--- src/rtl/mul_controller.sv ---
// Control FSM for the repeated-addition multiplier datapath.
// Optional iteration watchdog and err port are compiled in with MUL_WDOG_EN.
module mul_controller #(
  parameter int unsigned         ITER_W   = 16,
  parameter logic [ITER_W-1:0]   MAX_ITER = 16'hFFFF
) (
  input  logic clk,
  input  logic rst,
  input  logic start,
  input  logic op_valid,
  input  logic done_ack,
  input  logic eqz,
  output logic op_ready,
  output logic op_sel,
  output logic LdA,
  output logic LdB,
  output logic LdP,
  output logic clrP,
  output logic decB,
  output logic busy,
`ifdef MUL_WDOG_EN
  output logic done,
  output logic err
`else
  output logic done
`endif
);

  typedef enum logic [2:0] {
    IDLE  = 3'd0,
    LOADA = 3'd1,
    LOADB = 3'd2,
    ADD   = 3'd3,
    DONE  = 3'd4
  } state_t;

  state_t state;
  state_t nxt;
  logic   abort;

`ifdef MUL_WDOG_EN
  logic [ITER_W-1:0] iter;

  assign abort = (state == ADD) && !eqz && (iter == MAX_ITER);

  // Held at zero outside ADD, so each ADD visit starts counting afresh.
  always_ff @(posedge clk or posedge rst) begin
    if (rst) begin
      iter <= '0;
    end else if (state != ADD) begin
      iter <= '0;
    end else if (!eqz && !abort) begin
      iter <= iter + 1'b1;
    end
  end

  always_ff @(posedge clk or posedge rst) begin
    if (rst) begin
      err <= 1'b0;
    end else if (abort) begin
      err <= 1'b1;
    end else if (state == DONE && done_ack) begin
      err <= 1'b0;
    end
  end
`else
  logic [ITER_W-1:0] unused_max_iter;

  assign abort           = 1'b0;
  assign unused_max_iter = MAX_ITER;
`endif

  always_ff @(posedge clk or posedge rst) begin
    if (rst) begin
      state <= IDLE;
    end else begin
      state <= nxt;
    end
  end

  always_comb begin
    nxt = state;
    unique case (state)
      IDLE:    if (start)         nxt = LOADA;
      LOADA:   if (op_valid)      nxt = LOADB;
      LOADB:   if (op_valid)      nxt = ADD;
      ADD:     if (eqz || abort)  nxt = DONE;
      DONE:    if (done_ack)      nxt = IDLE;
      default:                    nxt = IDLE;
    endcase
  end

  always_comb begin
    op_ready = 1'b0;
    op_sel   = 1'b0;
    LdA      = 1'b0;
    LdB      = 1'b0;
    LdP      = 1'b0;
    clrP     = 1'b0;
    decB     = 1'b0;
    busy     = 1'b1;
    done     = 1'b0;
    unique case (state)
      IDLE: begin
        busy = 1'b0;
      end
      LOADA: begin
        op_ready = 1'b1;
        LdA      = op_valid;
      end
      LOADB: begin
        op_ready = 1'b1;
        op_sel   = 1'b1;
        LdB      = op_valid;
        clrP     = op_valid;
      end
      ADD: begin
        LdP  = !eqz && !abort;
        decB = !eqz && !abort;
      end
      DONE: begin
        done = 1'b1;
      end
      default: begin
        busy = 1'b0;
      end
    endcase
  end

endmodule

--- config.mk ---
export PLATFORM = sky130hd
export DESIGN_NAME = mul_controller
export DESIGN_NICKNAME = d
export VERILOG_FILES = /design/src/rtl/mul_controller.sv
export SDC_FILE = /design/constraint.sdc
export NUM_CORES = 1
export LEC_CHECK = 0
export ABC_AREA = 1
export CORE_AREA = 4 4 41 43
export CTS_CLUSTER_DIAMETER = 50
export DETAILED_ROUTE_END_ITERATION = 8
export DIE_AREA = 0 0 45 47
export PLACE_DENSITY_LB_ADDON = 0.08
export SETUP_SLACK_MARGIN = 0.1
export SLEW_MARGIN = 10
export SYNTH_ARGS = -nofsm -noshare
export SYNTH_HDL_FRONTEND = slang
export SYNTH_SLANG_ARGS = --single-unit
--- constraint.sdc ---
create_clock -name clk -period 1 [get_ports clk]
set_input_delay 0.1 -clock clk [delete_from_list [all_inputs] [get_ports clk]]
set_output_delay 0.1 -clock clk [all_outputs]
set_load 0.005 [all_outputs]
==> flow_summary.ini, run 1 <==
[timing]
worst_pin_slew_ps = 154.8
rsz0062_at_grt = true
post-route-period-util_pct = 135.0
setup_viol = 12
fin_crit_ps = 1350
max_freq_mhz = 740.8
fin_skew_ps = 0.3190
tns_ps = -3423
hold_violations = 0
slew_headroom_pct = 89.68
slew_violations = 0
setup_slack_ps = -350.0

[logic_synthesis]
ys_seq_area_share_pct = 27.27
avgSynthCellArea_sq_um = 6.401
ys_ff_latch = 3
syn_inst = 43
synthTopCellsByArea = dfrtp_1 27%, inv_1 12%, nand2_1 12%
ys_types = 12
synth_top_cell_by_area = dfrtp_1
netlist_area_sq_um = 275.3
yosysTopAreaCellShare_pct = 27.27
synth_warnings = 0
synth_nets = 49

[floorplanning]
core_area_sq_mm = 0.001301
initial_utilization_pct = 21.15
rows = 13
fp.dieW_um = 45
die_area_sq_mm = 0.002115
die_h_um = 47
io_pins = 15

[setup_path]
r2r.worst_path.cells = 9
crit_path_end = busy
setup.worst_path.start_class = flip-flop
crit_fanout = 3
worstReg2RegStart = state[1]$_DFFE_PP0P_
crit_chain = nor2_4, nand2_4, buf_6, nand2_4, nor2_2, nand2_1, buf_2
reg2reg_setup_slack_ps = -320
worst_path_most_repeated_cell = nand2_4
worstSetupPathType = flip-flop to primary output
max_stage_delay_ps = 430
crit_slowest_cell = dfrtp_2
crit_arrival_ps = 1250
r2r-end = state[0]$_DFFE_PP0P_
worst_ep_required_time_ps = 900
startpoint = state[2]$_DFFE_PP0P_
cp-end-kind = primary output

[clocking]
htree_num_levels = 1
cts.path.max_buffers = 2
worstSkewPairLatency_ps = 230
root_buffer = clkbuf_4
clock_sinks = 3
cts_tree = yes
clkTransAtPathRegs_ps = 40
hold_buffers = 0
cts_buffers = 3

[power_and_ir_drop]
powerDensity_mw_per_mm2 = 2787
leakage_uw = 0.0003868
ir_drop_mv = 1.206
p_total_uw = 1908

[global_route]
grt_pass1_wl_um = 1593
antenna_found_initial = 0
grtUsageTotal_pct = 10.68
grt_max_degree = 6
overflow = 0
grt_pass1_vias = 400

[placement]
globalplace.congestion = 0.7336
placed_cells = 80
dp_hpwl_um = 552.7
io_buffers = 14
placed_area_sq_um = 496.7

[detailed_routing]
dr.pass1.iters = 4
wl_per_cell_um = 10.24
num_vias = 384
wl_um = 983
route.detailed.drc = 0
detail-route-antenna-nets = 0
post_drt_via_cell_ratio = 4.000
drt_iter0_markers = 3

[final_layout]
final_cells = 96
syn_to_final_growth_pct = 148.6
reg_top3 = state x3
num-fill-cells = 139
drive_gt1_share_pct = 69.14
final_cell_area_sq_um = 684.4
fin_util_pct = 52.60
insertedDiodeCount = 0
largest_reg_flops = 3
regMostFlops = state
final_nets = 88

[run_status]
violations = setup timing
status = finished, violations left

[min_path]
min_path_type = primary input to async pin

[flow_run]
drv_cap = 0
## worst min-delay path by stage
stage / from / endpoint / slack, ps / cells past startpoint
6_report: rst / state[2]$_DFFE_PP0P_ / 30 / 2
3_5_place_dp: rst / state[2]$_DFFE_PP0P_ / 290 / 2
4_1_cts: rst / state[2]$_DFFE_PP0P_ / 30 / 2
2_1_floorplan: rst / state[0]$_DFFE_PP0P_ / -150 / 1
3_3_place_gp: rst / state[2]$_DFFE_PP0P_ / 280 / 2
5_1_grt: rst / state[2]$_DFFE_PP0P_ / 60 / 2
## worst max-delay path, delay by kind of cell (launching register included)
family	cells	cell delay, ps
buf+inv	2	220
flops	1	430
simple gates	5	370
## through the flow
step / hold WS (ps) / worst slack, ps
after detailed placement: 288.1 / -407.6
after floorplan: -146.4 / -22.76
after global placement: 280.7 / -411.5
after CTS: 30.99 / -338.0
final: 34.65 / -350.0
after global routing: 60.46 / -422.2
## layout by cell type (no fill, tap or decap)
cell	Yosys	layout
buf_2	0	5
buf_4	2	16
buf_6	0	8
clkbuf_1	0	1
clkbuf_2	0	1
clkbuf_4	0	3
clkdlybuf4s15_1	0	1
clkdlybuf4s50_1	0	5
dfrtp_2	0	3
inv_1	9	5
inv_2	1	2
inv_4	0	3
nand2_1	9	8
nand2_2	4	3
nand2_4	2	4
nand3_1	3	1
nand3_2	1	1
nand3_4	0	2
nand4_1	2	2
nor2_1	6	2
nor2_2	1	1
nor2_4	0	4
## layout make-up
type	instances	area (sq um)	area share, %
clock buffers	4	26.28	3.839
inverters	10	45.04	6.581
multi-input cells	28	215.2	31.44
flip-flops and latches	3	78.83	11.52
well taps	15	18.77	2.742
repair buffers	36	300.3	43.88
## metal layers
metal | global-route usage (%) | wire length (um)
met1 | 10.50 | 339
met2 | 20.62 | 599
met3 | 1.533 | 44
met4 | 7.018 | 0
met5 | 0 | 0
## kinds of logic (layout without fill, tap and decap cells)
family,after synthesis,in the layout,synth area share [%]
buffers and inverters,12,50,19.09
and+or+nand+nor,28,28,53.63
DFF,3,3,27.27
## cells in the mapped netlist
master and count:
nand3_1 3, nand2_1 9, nor2_1 6, nor2_2 1
inv_2 1, nand4_1 2, nand2_2 4, inv_1 9
nand2_4 2, buf_4 2, nand3_2 1, dfrtp_1 3
## power breakdown
group / total [uW] / internal (uW) / switching (uW)
Clock: 211 / 149 / 61.4
Combinational: 1430 / 804 / 622
Sequential: 270 / 180 / 90.2
Total: 1910 / 1130 / 774
## timing repair
action / in CTS / in global routing
endpoints found under the setup margin: 12 / 12
gates resized for setup: 48 / 16
endpoints found under the hold margin: 0 / 0
pin swaps: 9 / 6
gates cloned: 0 / 0
buffers inserted: 12 / 0
Note: power is estimated with default switching activity, not from simulation.
==> inputs of run 2 (changes only) <==
==> constraint.sdc (replaced) <==
create_clock -name clk -period 1.2 [get_ports clk]
set_input_delay 0.12 -clock clk [delete_from_list [all_inputs] [get_ports clk]]
set_output_delay 0.12 -clock clk [all_outputs]
set_load 0.005 [all_outputs]
==> flow_summary.ini, run 2 (synthesized netlist as in run 1, its figures left out) <==
[detailed_routing]
drt_iter0_markers = 3
num_vias = 388
wl_um = 1000
dr.pass1.iters = 3
wl_per_cell_um = 10.53
post_drt_via_cell_ratio = 4.084
detail-route-antenna-nets = 0
route.detailed.drc = 0

[floorplanning]
initial_utilization_pct = 21.15
die_h_um = 47
rows = 13
fp.dieW_um = 45
core_area_sq_mm = 0.001301
io_pins = 15
die_area_sq_mm = 0.002115

[clocking]
root_buffer = clkbuf_4
clkTransAtPathRegs_ps = 40
hold_buffers = 0
htree_num_levels = 1
cts_tree = yes
cts_buffers = 3
cts.path.max_buffers = 2
clock_sinks = 3
worstSkewPairLatency_ps = 230

[setup_path]
crit_slowest_cell = dfrtp_2
setup.worst_path.start_class = flip-flop
max_stage_delay_ps = 440
crit_arrival_ps = 1200
worst_path_most_repeated_cell = nor2_4
cp-end-kind = primary output
worst_ep_required_time_ps = 1080
r2r.worst_path.cells = 8
worstSetupPathType = flip-flop to primary output
crit_fanout = 4
crit_chain = nor2_4, nand2_4, buf_6, nor2_4, buf_2

[final_layout]
final_nets = 87
num-fill-cells = 131
reg_top3 = state x3
insertedDiodeCount = 0
syn_to_final_growth_pct = 158.6
multiInputGateArea_sq_um = 232.7
regMostFlops = state
final_cell_area_sq_um = 711.9
drive_gt1_share_pct = 76.25
mostFrequentLayoutCells = 14 x buf_6, 11 x buf_4, 6 x nand2_1
largest_reg_flops = 3
final_common_cell = buf_6
final_cells = 95
register_area_sq_um = 78.83

[power_and_ir_drop]
leakage_uw = 0.0003863
ir_drop_mv = 1.058
powerDensity_mw_per_mm2 = 2360

[timing]
hold_violations = 0
fin_crit_ps = 1322
rsz0062_at_grt = true
setup_viol = 11
max_freq_mhz = 756.2
slew_violations = 0
slew_headroom_pct = 89.99
hold-worst-slack_ps = 46.26
fin_skew_ps = 0.6935
setup_slack_ps = -122.4
post-route-period-util_pct = 110.2
tns_ps = -820.9
worst_pin_slew_ps = 149.9

[run_status]
violations = setup timing
status = finished, violations left

[global_route]
grtUsageTotal_pct = 9.976
overflow = 0
grt_pass1_wl_um = 1518
antenna_found_initial = 0
grt_max_degree = 6
grt_pass1_vias = 396

[placement]
dp_hpwl_um = 581.6
globalplace.congestion = 0.7572
placed_cells = 79
placed_area_sq_um = 486.7
io_buffers = 14

[flow_run]
drv_cap = 0

[min_path]
min_path_type = primary input to async pin
## run 2: cell types whose count changed in the layout (fill, tap and decap cells not counted)
cell,before,now
nand2_1,8,6
buf_4,16,11
inv_4,3,1
buf_6,8,14
nor2_1,2,1
clkdlybuf4s15_1,1,0
inv_2,2,5
nand2_2,3,5
inv_1,5,4
nand3_2,1,2
buf_2,5,4
nor2_4,4,5
nand3_1,1,0
## run 2: area by class of cell
class | count | share of cell area (%)
tap | 15 | 2.636
timing repair buffer | 35 | 44.29
clock buffer | 4 | 3.691
multi-input combinational | 28 | 32.69
inverter | 10 | 5.624
sequential | 3 | 11.07
## run 2: worst max-delay path: cells and delay by family (launching register included)
| family | cells | cell delay [ps] |
|---|---|---|
| DFF | 1 | 440 |
| and+or+nand+nor | 3 | 290 |
| buffers and inverters | 2 | 230 |
## run 2: metrics by stage
stage                     utilization, %  worst slack, ps  power, uW
final                              54.71           -122.4       1680
after global routing               54.71           -180.5       1787
after CTS                          49.71           -121.3       1546
after detailed placement           37.40           -267.2      959.2
after global placement             37.40           -269.9      973.0
after floorplan                        -            105.0      542.9
## run 2: power by group
part / switching, uW / internal (uW) / leakage [uW] / total, uW
Sequential: 72.6 / 150 / 0.0000348 / 223
Combinational: 542 / 737 / 0.000337 / 1280
Clock: 54.5 / 125 / 0.0000150 / 179
## run 2: what timing repair did
| item | 4_1_cts | 5_1_grt |
|---|---|---|
| gates resized for setup | 56 | 22 |
| setup buffers | 12 | 2 |
| setup endpoints to repair | 12 | 12 |
| pin swaps | 13 | 13 |
## run 2: final timing paths
| kind | to | start | slack [ps] |
|---|---|---|---|
| max | LdB | state[0]$_DFFE_PP0P_ | -120 |
| min | state[2]$_DFFE_PP0P_ | rst | 50 |
| max reg2reg | state[1]$_DFFE_PP0P_ | state[0]$_DFFE_PP0P_ | -70 |
| min reg2reg | state[1]$_DFFE_PP0P_ | state[1]$_DFFE_PP0P_ | 770 |
| max in group asynchronous | state[0]$_DFFE_PP0P_ | rst | 1020 |
| min in group clk | state[1]$_DFFE_PP0P_ | op_valid | 600 |
## run 2: routing by layer
layer | vias up | share of wire [%] | track usage (%)
met4 | 0 | 2.1 | 7.018
met5 | - | 0 | 0
met2 | 8 | 57 | 17.80
li1 | 198 | - | -
met1 | 180 | 35 | 10.53
met3 | 2 | 5.4 | 1.916
==> inputs of run 3 (changes only) <==
==> constraint.sdc (replaced) <==
create_clock -name clk -period 1.2 [get_ports clk]
set_input_delay 0.12 -clock clk [delete_from_list [all_inputs] [get_ports clk]]
set_output_delay 0.12 -clock clk [all_outputs]
set_load 0.1 [all_outputs]
==> flow_summary.ini, run 3 (synthesized netlist as in run 1, its figures left out) <==
[setup_path]
cp_top_family = flip-flops
cp-end-kind = primary output
worst_ep_required_time_ps = 1080
crit_fanout = 5
worst_path_most_repeated_cell = nand2_4
crit_slowest_cell = dfrtp_2
worstSetupPathType = flip-flop to primary output
max_stage_delay_ps = 440
critPathBufInv = 1
crit_arrival_ps = 1270
setup.worst_path.start_class = flip-flop
crit_chain = nor2_4, nand2_4, nand2_4, nor2_2, nand2_4, buf_12

[clocking]
worstSkewPairLatency_ps = 230
hold_buffers = 0
clock_sinks = 3
cts.path.max_buffers = 2
htree_num_levels = 1
cts_tree = yes
cts_buffers = 3
root_buffer = clkbuf_4
clkTransAtPathRegs_ps = 40

[global_route]
grt_max_degree = 6
grtUsageTotal_pct = 8.630
grt_pass1_vias = 322
antenna_found_initial = 0
overflow = 0
grt_pass1_wl_um = 1242

[timing]
setup_viol = 12
hold_violations = 0
fin_skew_ps = 1.825
rsz0062_at_grt = true
setup_slack_ps = -185.9
slew_headroom_pct = 83.75
slew_violations = 0
worst_pin_slew_ps = 243.5
hold-worst-slack_ps = 47.25
post-route-period-util_pct = 115.5
fin_crit_ps = 1386
max_freq_mhz = 721.5

[detailed_routing]
num_vias = 334
wl_per_cell_um = 8.988
wl_um = 737
dr.pass1.iters = 2
detail-route-antenna-nets = 0
post_drt_via_cell_ratio = 4.073
route.detailed.drc = 0
drt_iter0_markers = 2

[floorplanning]
core_area_sq_mm = 0.001301
die_area_sq_mm = 0.002115
fp.dieW_um = 45
io_pins = 15
die_h_um = 47
initial_utilization_pct = 21.15
rows = 13

[flow_run]
drv_cap = 0

[final_layout]
syn_to_final_growth_pct = 148.2
final_cell_area_sq_um = 683.2
regMostFlops = state
mostFrequentLayoutCells = 10 x buf_12, 6 x nand2_2, 6 x buf_4
num-fill-cells = 128
drive_gt1_share_pct = 70.15
insertedDiodeCount = 0
fin_util_pct = 52.50
final_nets = 74
largest_reg_flops = 3
reg_top3 = state x3
final_common_cell = buf_12

[min_path]
min_path_type = primary input to async pin

[placement]
placed_area_sq_um = 591.8
globalplace.congestion = 0.7600
dp_hpwl_um = 571
io_buffers = 14

[run_status]
violations = setup timing
status = finished, violations left
run 3: final timing paths:
path,startpoint,endpoint,slack (ps),depth (start not counted)
max,state[0]$_DFFE_PP0P_,busy,-190,6
min,rst,state[2]$_DFFE_PP0P_,50,2
max reg2reg,state[0]$_DFFE_PP0P_,state[0]$_DFFE_PP0P_,-90,8
min reg2reg,state[0]$_DFFE_PP0P_,state[0]$_DFFE_PP0P_,580,2
max in group asynchronous,rst,state[1]$_DFFE_PP0P_,1010,2
min in group clk,op_valid,state[1]$_DFFE_PP0P_,520,3
run 3: metrics by stage:
| stage | setup TNS, ps | cells | setup WS, ps |
|---|---|---|---|
| final | -1649 | 82 | -185.9 |
| after global routing | -2719 | 82 | -280.0 |
| after CTS | -2127 | 81 | -230.3 |
| after detailed placement | -84.50 | 75 | -28.60 |
| after global placement | -55.28 | 75 | -13.87 |
| after floorplan | -1662 | 43 | -386.8 |
run 3: final cells by class:
cell class | count | area, sq um | share of cell area, %
multi-input cells | 28 | 207.7 | 30.40
repair buffers | 22 | 306.5 | 44.87
clock buffers | 4 | 26.28 | 3.846
flip-flops and latches | 3 | 78.83 | 11.54
inverters | 10 | 45.04 | 6.593
well taps | 15 | 18.77 | 2.747
run 3: timing repair:
item | in CTS | in global routing
pin swaps | 7 | 4
buffers inserted | 2 | 1
setup endpoints to repair | 12 | 12
gates resized for setup | 6 | 10
hold endpoints to repair | 0 | 0
run 3: metal layers:
layer	up-vias	routed length, um	global-route usage, %
met5	-	0	0
met4	0	14	8.772
met3	2	38	2.299
met2	9	401	12.99
met1	146	282	9.611
li1	177	-	-
Power of run 3 is left out: the tool's default activity adds up to more than one toggle a clock period on the data nets, which glitch-free logic cannot reach.
